`config.mk`:
```
export PLATFORM = sky130hd
export DESIGN_NAME = tt_um_fsm_monitor
export DESIGN_NICKNAME = d
export VERILOG_FILES = /design/src/rtl/tt_fsm_pkg.sv /design/src/rtl/tt_um_fsm_monitor_if.sv /design/src/rtl/tt_um_fsm_monitor_core.sv /design/src/rtl/tt_um_fsm_monitor_seg7_hex.sv /design/src/rtl/tt_um_fsm_monitor.sv
export SDC_FILE = /design/constraint.sdc
export NUM_CORES = 1
export LEC_CHECK = 0
export ABC_CLOCK_PERIOD_IN_PS = 3000
export CAP_MARGIN = 10
export CORE_MARGIN = 5
export CORE_UTILIZATION = 40
export DETAILED_ROUTE_END_ITERATION = 16
export DONT_BUFFER_PORTS = 1
export PLACE_DENSITY = 0.63
export SLEW_MARGIN = 15
export SYNTH_ARGS = -nofsm -noshare
export SYNTH_HDL_FRONTEND = slang
export SYNTH_SLANG_ARGS = --single-unit
```
`constraint.sdc`:
```
create_clock -name clk -period 3 [get_ports clk]
set_input_delay 0.15 -clock clk [delete_from_list [all_inputs] [get_ports clk]]
set_output_delay 0.15 -clock clk [all_outputs]
set_load 0.02 [all_outputs]
```
`src/rtl/tt_fsm_pkg.sv`:
```
// Shared definitions for the tt_um_fsm sequencer and its monitor: tracker
// state encodings, the four LED status codes, and small lookup helpers.
package tt_fsm_pkg;

    // Tracker states; the encoding is exported on uio_out[7:5].
    typedef enum logic [2:0] {
        ST_IDLE   = 3'b000,
        ST_COUNT  = 3'b001,
        ST_WAIT   = 3'b010,
        ST_DONE   = 3'b011,
        ST_ERROR  = 3'b100,
        ST_RESYNC = 3'b101
    } tracker_state_t;

    // LED status codes driven by the sequencer.
    localparam logic [7:0] CODE_IDLE  = 8'd0;
    localparam logic [7:0] CODE_COUNT = 8'd10;
    localparam logic [7:0] CODE_WAIT  = 8'd5;
    localparam logic [7:0] CODE_DONE  = 8'd15;

    // Bidirectional pins: upper nibble is output, lower nibble is input.
    localparam logic [7:0] UIO_OE_VALUE = 8'b1111_0000;

    // LED code the sequencer shows while it sits in a given phase.
    function automatic logic [7:0] state_code(input tracker_state_t s);
        case (s)
            ST_IDLE:  state_code = CODE_IDLE;
            ST_COUNT: state_code = CODE_COUNT;
            ST_WAIT:  state_code = CODE_WAIT;
            ST_DONE:  state_code = CODE_DONE;
            default:  state_code = CODE_IDLE;
        endcase
    endfunction

    // The only phase a well-behaved sequencer may move to next.
    function automatic tracker_state_t legal_next(input tracker_state_t s);
        case (s)
            ST_IDLE:  legal_next = ST_COUNT;
            ST_COUNT: legal_next = ST_WAIT;
            ST_WAIT:  legal_next = ST_DONE;
            ST_DONE:  legal_next = ST_IDLE;
            default:  legal_next = ST_IDLE;
        endcase
    endfunction

endpackage

```
`src/rtl/tt_um_fsm_monitor_if.sv`:
```
// Pin bundle of the Tiny Tapeout user tile: the dedicated inputs/outputs
// and the bidirectional bank. The tile wrapper (or a bench) is the master.
interface tt_um_fsm_monitor_if;
    import tt_fsm_pkg::*;

    logic [7:0] ui_in;
    logic [7:0] uio_in;
    logic [7:0] uo_out;
    logic [7:0] uio_out;
    logic [7:0] uio_oe;

    modport master (
        output ui_in,
        output uio_in,
        input  uo_out,
        input  uio_out,
        input  uio_oe
    );

    modport slave (
        input  ui_in,
        input  uio_in,
        output uo_out,
        output uio_out,
        output uio_oe
    );

endinterface

```
`src/rtl/tt_um_fsm_monitor_core.sv`:
```
// Monitor core: debounces the observed LED code, tracks the sequencer phase,
// flags illegal progressions, and counts completed cycles.
module tt_um_fsm_monitor_core
    import tt_fsm_pkg::*;
#(
    parameter int STABLE_CYCLES = 4
) (
    input  logic                 clk,
    input  logic                 rst_n,
    input  logic                 ena,
    tt_um_fsm_monitor_if.slave   bus
);

    localparam logic [7:0] STABLE_CNT = 8'(STABLE_CYCLES);

    logic [7:0]     cand;
    logic [7:0]     cnt;
    logic           accept;
    tracker_state_t state;
    tracker_state_t state_next;
    logic [3:0]     count;
    logic [3:0]     count_next;
    logic           cycle_done;
    logic           cycle_done_next;
    logic           clear_err;
    logic           clear_cnt;
    logic [6:0]     seg;
    logic           unused_uio_bits;

    assign clear_err       = bus.uio_in[0];
    assign clear_cnt       = bus.uio_in[1];
    assign unused_uio_bits = &{1'b0, bus.uio_in[7:2]};

    // Acceptance comes from registers only, so a code seen first at edge t
    // is acted on at edge t+STABLE_CYCLES and ui_in never reaches an output.
    assign accept = (cnt == STABLE_CNT);

    // Stability filter: restart the run length on any change, saturate otherwise.
    always_ff @(posedge clk or negedge rst_n) begin
        if (!rst_n) begin
            cand <= CODE_IDLE;
            cnt  <= STABLE_CNT;
        end else if (ena) begin
            if (bus.ui_in != cand) begin
                cand <= bus.ui_in;
                cnt  <= 8'd1;
            end else if (cnt != STABLE_CNT) begin
                cnt <= cnt + 8'd1;
            end
        end
    end

    // Tracker state, cycle counter and the one-clock done pulse.
    always_ff @(posedge clk or negedge rst_n) begin
        if (!rst_n) begin
            state      <= ST_IDLE;
            count      <= 4'd0;
            cycle_done <= 1'b0;
        end else if (ena) begin
            state      <= state_next;
            count      <= count_next;
            cycle_done <= cycle_done_next;
        end else begin
            cycle_done <= 1'b0;
        end
    end

    // Next-state, done pulse and counter update; clear-count beats increment.
    always_comb begin
        state_next      = state;
        cycle_done_next = 1'b0;
        count_next      = count;
        case (state)
            ST_IDLE, ST_COUNT, ST_WAIT, ST_DONE: begin
                if (accept && (cand != state_code(state))) begin
                    if (cand == state_code(legal_next(state))) begin
                        state_next      = legal_next(state);
                        cycle_done_next = (state == ST_DONE);
                    end else begin
                        state_next = ST_ERROR;
                    end
                end
            end
            ST_ERROR: begin
                if (clear_err) begin
                    state_next = ST_RESYNC;
                end
            end
            ST_RESYNC: begin
                if (accept && (cand == CODE_IDLE)) begin
                    state_next = ST_IDLE;
                end
            end
            default: state_next = ST_IDLE;
        endcase
        if (clear_cnt) begin
            count_next = 4'd0;
        end else if (cycle_done_next) begin
            count_next = count + 4'd1;
        end
    end

    seg7_hex u_seg7 (
        .digit    (count),
        .segments (seg)
    );

    assign bus.uo_out  = {(state == ST_ERROR), seg};
    assign bus.uio_out = {state, cycle_done, 4'b0000};
    assign bus.uio_oe  = UIO_OE_VALUE;

endmodule

```
`src/rtl/tt_um_fsm_monitor_seg7_hex.sv`:
```
// Hex digit to 7-segment pattern, segments {g,f,e,d,c,b,a}, active high.
module seg7_hex (
    input  logic [3:0] digit,
    output logic [6:0] segments
);

    // Standard hex font lookup.
    always_comb begin
        segments = 7'h00;
        case (digit)
            4'h0: segments = 7'h3F;
            4'h1: segments = 7'h06;
            4'h2: segments = 7'h5B;
            4'h3: segments = 7'h4F;
            4'h4: segments = 7'h66;
            4'h5: segments = 7'h6D;
            4'h6: segments = 7'h7D;
            4'h7: segments = 7'h07;
            4'h8: segments = 7'h7F;
            4'h9: segments = 7'h6F;
            4'hA: segments = 7'h77;
            4'hB: segments = 7'h7C;
            4'hC: segments = 7'h39;
            4'hD: segments = 7'h5E;
            4'hE: segments = 7'h79;
            4'hF: segments = 7'h71;
            default: segments = 7'h00;
        endcase
    end

endmodule

```
`src/rtl/tt_um_fsm_monitor.sv`:
```
// Tiny Tapeout tile top: flat tile pins mapped onto the pin bundle that the
// monitor core consumes.
module tt_um_fsm_monitor #(
    parameter int STABLE_CYCLES = 4
) (
    input  logic       clk,
    input  logic       rst_n,
    input  logic       ena,
    input  logic [7:0] ui_in,
    output logic [7:0] uo_out,
    input  logic [7:0] uio_in,
    output logic [7:0] uio_out,
    output logic [7:0] uio_oe
);

    tt_um_fsm_monitor_if bus ();

    assign bus.ui_in  = ui_in;
    assign bus.uio_in = uio_in;
    assign uo_out     = bus.uo_out;
    assign uio_out    = bus.uio_out;
    assign uio_oe     = bus.uio_oe;

    tt_um_fsm_monitor_core #(
        .STABLE_CYCLES (STABLE_CYCLES)
    ) u_core (
        .clk   (clk),
        .rst_n (rst_n),
        .ena   (ena),
        .bus   (bus.slave)
    );

endmodule

```
==> impl_metrics.toml <==
[run_status]
status = "finished clean"

[setup_path]
cp.depth = 8
crit_type = "flop to flop"
cp_slowest_cell = "dfrtp_1"
worstPathRequired_ps = 3160
endpoint_kind = "flop"
crit_path_frequent_cell = "inv_1"
crit_end = "u_core.count[0]"
crit_family = "simple AND/OR/NAND/NOR gates"
crit_buf_inv = 2
critical_path_peak_fanout = 7
crit_start = "u_core.cnt[0]"
r2r-end = "u_core.count[0]"
worstPathArrival_ps = 2220
r2r_start = "u_core.cnt[0]"
cp-start-kind = "flop"
crit_chain = "inv_1 > ha_1 > and4bb_2 > nand2_1 > a31oi_2 > nand3_2 > inv_1 > mux2_4"
r2r_slack_ps = 940
cpPeakStageDelay_ps = 410
rr_worst_depth = 8

[floorplan]
coreArea_um2 = 4350
fp.dieH_um = 77.1
die_area_um2 = 5940
rows = 24
num_io_pins = 43
initial_utilization_pct = 41.4
die_width_um = 77.1

[sta]
setup_viol = 0
finClkSkew_ps = 5.95
hold_viol_final = 0
fin_setup_tns_ps = 0
max_freq_mhz = 487
layout_min_cycle_time_ps = 2060
grt_setup_unrepaired = "false"
relSlewSlack_pct = 50.0
worst_pin_slew_ps = 745
whs_ps = 15.6
timing.final.crit_share_pct = 68.5
maxSlewViolCount = 0

[cells_and_area]
diodes = 0
nets = 220
seq_area_um2 = 602
multiInputGateArea_um2 = 1040
instances_no_fill = 242
area_growth_pct = 3.54
fillers = 425
drive_above_1_share_pct = 12.1

[synthesis]
ys_warn_count = 0
yosysTopAreaCell = "dfrtp_1"
synth_most_common_cell = "dfrtp_1"
netlist_area_um2 = 1800
ys_types = 49
synth_cells = 193
syn_area_per_cell_um2 = 9.33
synthTopCellsByCount = "dfrtp_1, nor2_1, buf_4, inv_1, xor2_1"
async_flop_share_pct = 100
ys.flop_type = "dfrtp_1"
ys_top_cells_by_area = "dfrtp_1, ha_1, buf_4, xor2_1, mux2_4"
ys_seq_area_share_pct = 33.4
ys_seq_elements = 24
synth_edf_count = 0
netlist.area_leader.share_pct = 32.0

[routing]
viasPerCell = 5.45
drt_iter0_drc = 71
drc = 0
dr.pass1.iters = 4
routed_wl_mm = 3.41
num_vias = 1319
wire_per_inst_um = 14.1
ant_nets = 0

[min_path]
min_path_type = "input port to flop"
holdPathStages = 1

[flow_run]
maxCapViolCount = 0

[global_routing]
antenna_found_initial = 0
grt_pass1_vias = 1272
grt_start_max_net_pins = 25
overflow = 0
grt_first_pass_wirelength_mm = 5.97
grt_util_all_layers_pct = 11.9

[clock_tree]
clock_latency_ps = 270
cts_root_buf = "clkbuf_8"
clock-sinks = 24
clk_pin_slew_ps = 90
htree_levels = 1
cts-buffers-inserted = 3
cts_tree = "built"
cts_resized = 0
clockBufferDepth = 2

[placement]
place.gp.congestion = 0.752
dp_hpwl_mm = 2.50
dp.cells = 235
portBuffers = 0

[pwr]
vdd_drop_max_mv = 0.247
leakage_uw = 0.000842
pwr_density_cell_nw_per_um2 = 484
-- logic make-up (layout without fill, tap and decap cells) --
logic type	Yosys count	after routing	share of synthesized area, %
AO/OA/AOI/OAI	34	34	13.3
XOR/XNOR	15	15	7.30
adder cells (fa/ha/maj)	10	10	6.95
buffers and inverters	32	19	10.8
flip-flops	24	24	33.4
multiplexers	13	13	8.69
other	2	12	0.417
AND/OR/NAND/NOR	63	63	19.0
-- cell usage in the layout, fill, tap and decap left out, drive strengths merged, types with 2 or more instances in the layout --
master       Yosys  layout
a21oi            9       9
a22o             2       2
a31o             2       2
a31oi            4       4
and2             2       2
and3             5       5
clkbuf           3       3
conb             2      12
dfrtp           23      23
dlygate4sd3      0       2
ha              10      10
inv             12      12
mux2             9       9
mux2i            4       4
nand2            9       9
nand2b           3       3
nand3            7       7
nand4            4       4
nor2            16      16
nor3             4       4
nor3b            2       2
nor4             4       4
o21ai            4       4
o22ai            2       2
or2              2       2
xnor2            4       4
xor2            11      11
-- worst min-delay path by stage --
stage / startpoint / to
CTS: ui_in[7] / u_core.cand[7]
global route: ui_in[1] / u_core.cand[1]
floorplan: rst_n / u_core.cand[0]
detailed placement: rst_n / u_core.cand[6]
global placement: rst_n / u_core.cand[6]
finish: ui_in[7] / u_core.cand[7]
-- layer usage --
| layer | routed length, µm | vias to the layer above | part of all wire [%] | global-route usage, % |
|---|---|---|---|---|
| li1 | - | 648 | - | - |
| met1 | 1540 | 625 | 45 | 15.2 |
| met2 | 1540 | 41 | 45 | 19.4 |
| met3 | 277 | 5 | 8.1 | 3.63 |
| met4 | 42 | 0 | 1.2 | 3.61 |
| met5 | 0 | - | 0 | 0 |
-- area by class of cell --
type,instances,share of cell area [%]
inverters,12,2.42
clock inverters,1,1.61
well taps,52,3.49
flip-flops and latches,24,32.3
clock buffers,3,2.21
multi-input cells,147,55.8
repair buffers,3,2.15
-- per-stage QoR --
step | total power [µW] | setup slack, ps | area (µm²) | util, %
after global routing | 962 | 726 | 1860 | 42.8
after floorplan | 596 | 1190 | 1840 | -
after global placement | 604 | 976 | 1750 | 40.3
final | 903 | 945 | 1860 | 42.8
after detailed placement | 607 | 949 | 1750 | 40.3
after CTS | 912 | 939 | 1860 | 42.8
-- timing repair --
| item | CTS | global route |
|---|---|---|
| hold buffers | 3 | 0 |
| endpoints found under the hold margin | 25 | 0 |
| setup buffers | 0 | 0 |
-- state kept, by name (all words and copies together), names as in the netlist --
register,count
u_core.state,3
u_core.cycle_done,1
u_core.cand,8
u_core.count,4
u_core.cnt,8
-- power by group --
part           internal [µW]  total [µW]  switching [µW]
logic                   86.2         199             113
clock network            179         290             111
registers                349         414            65.4
Power figures use the tool's default switching activity.
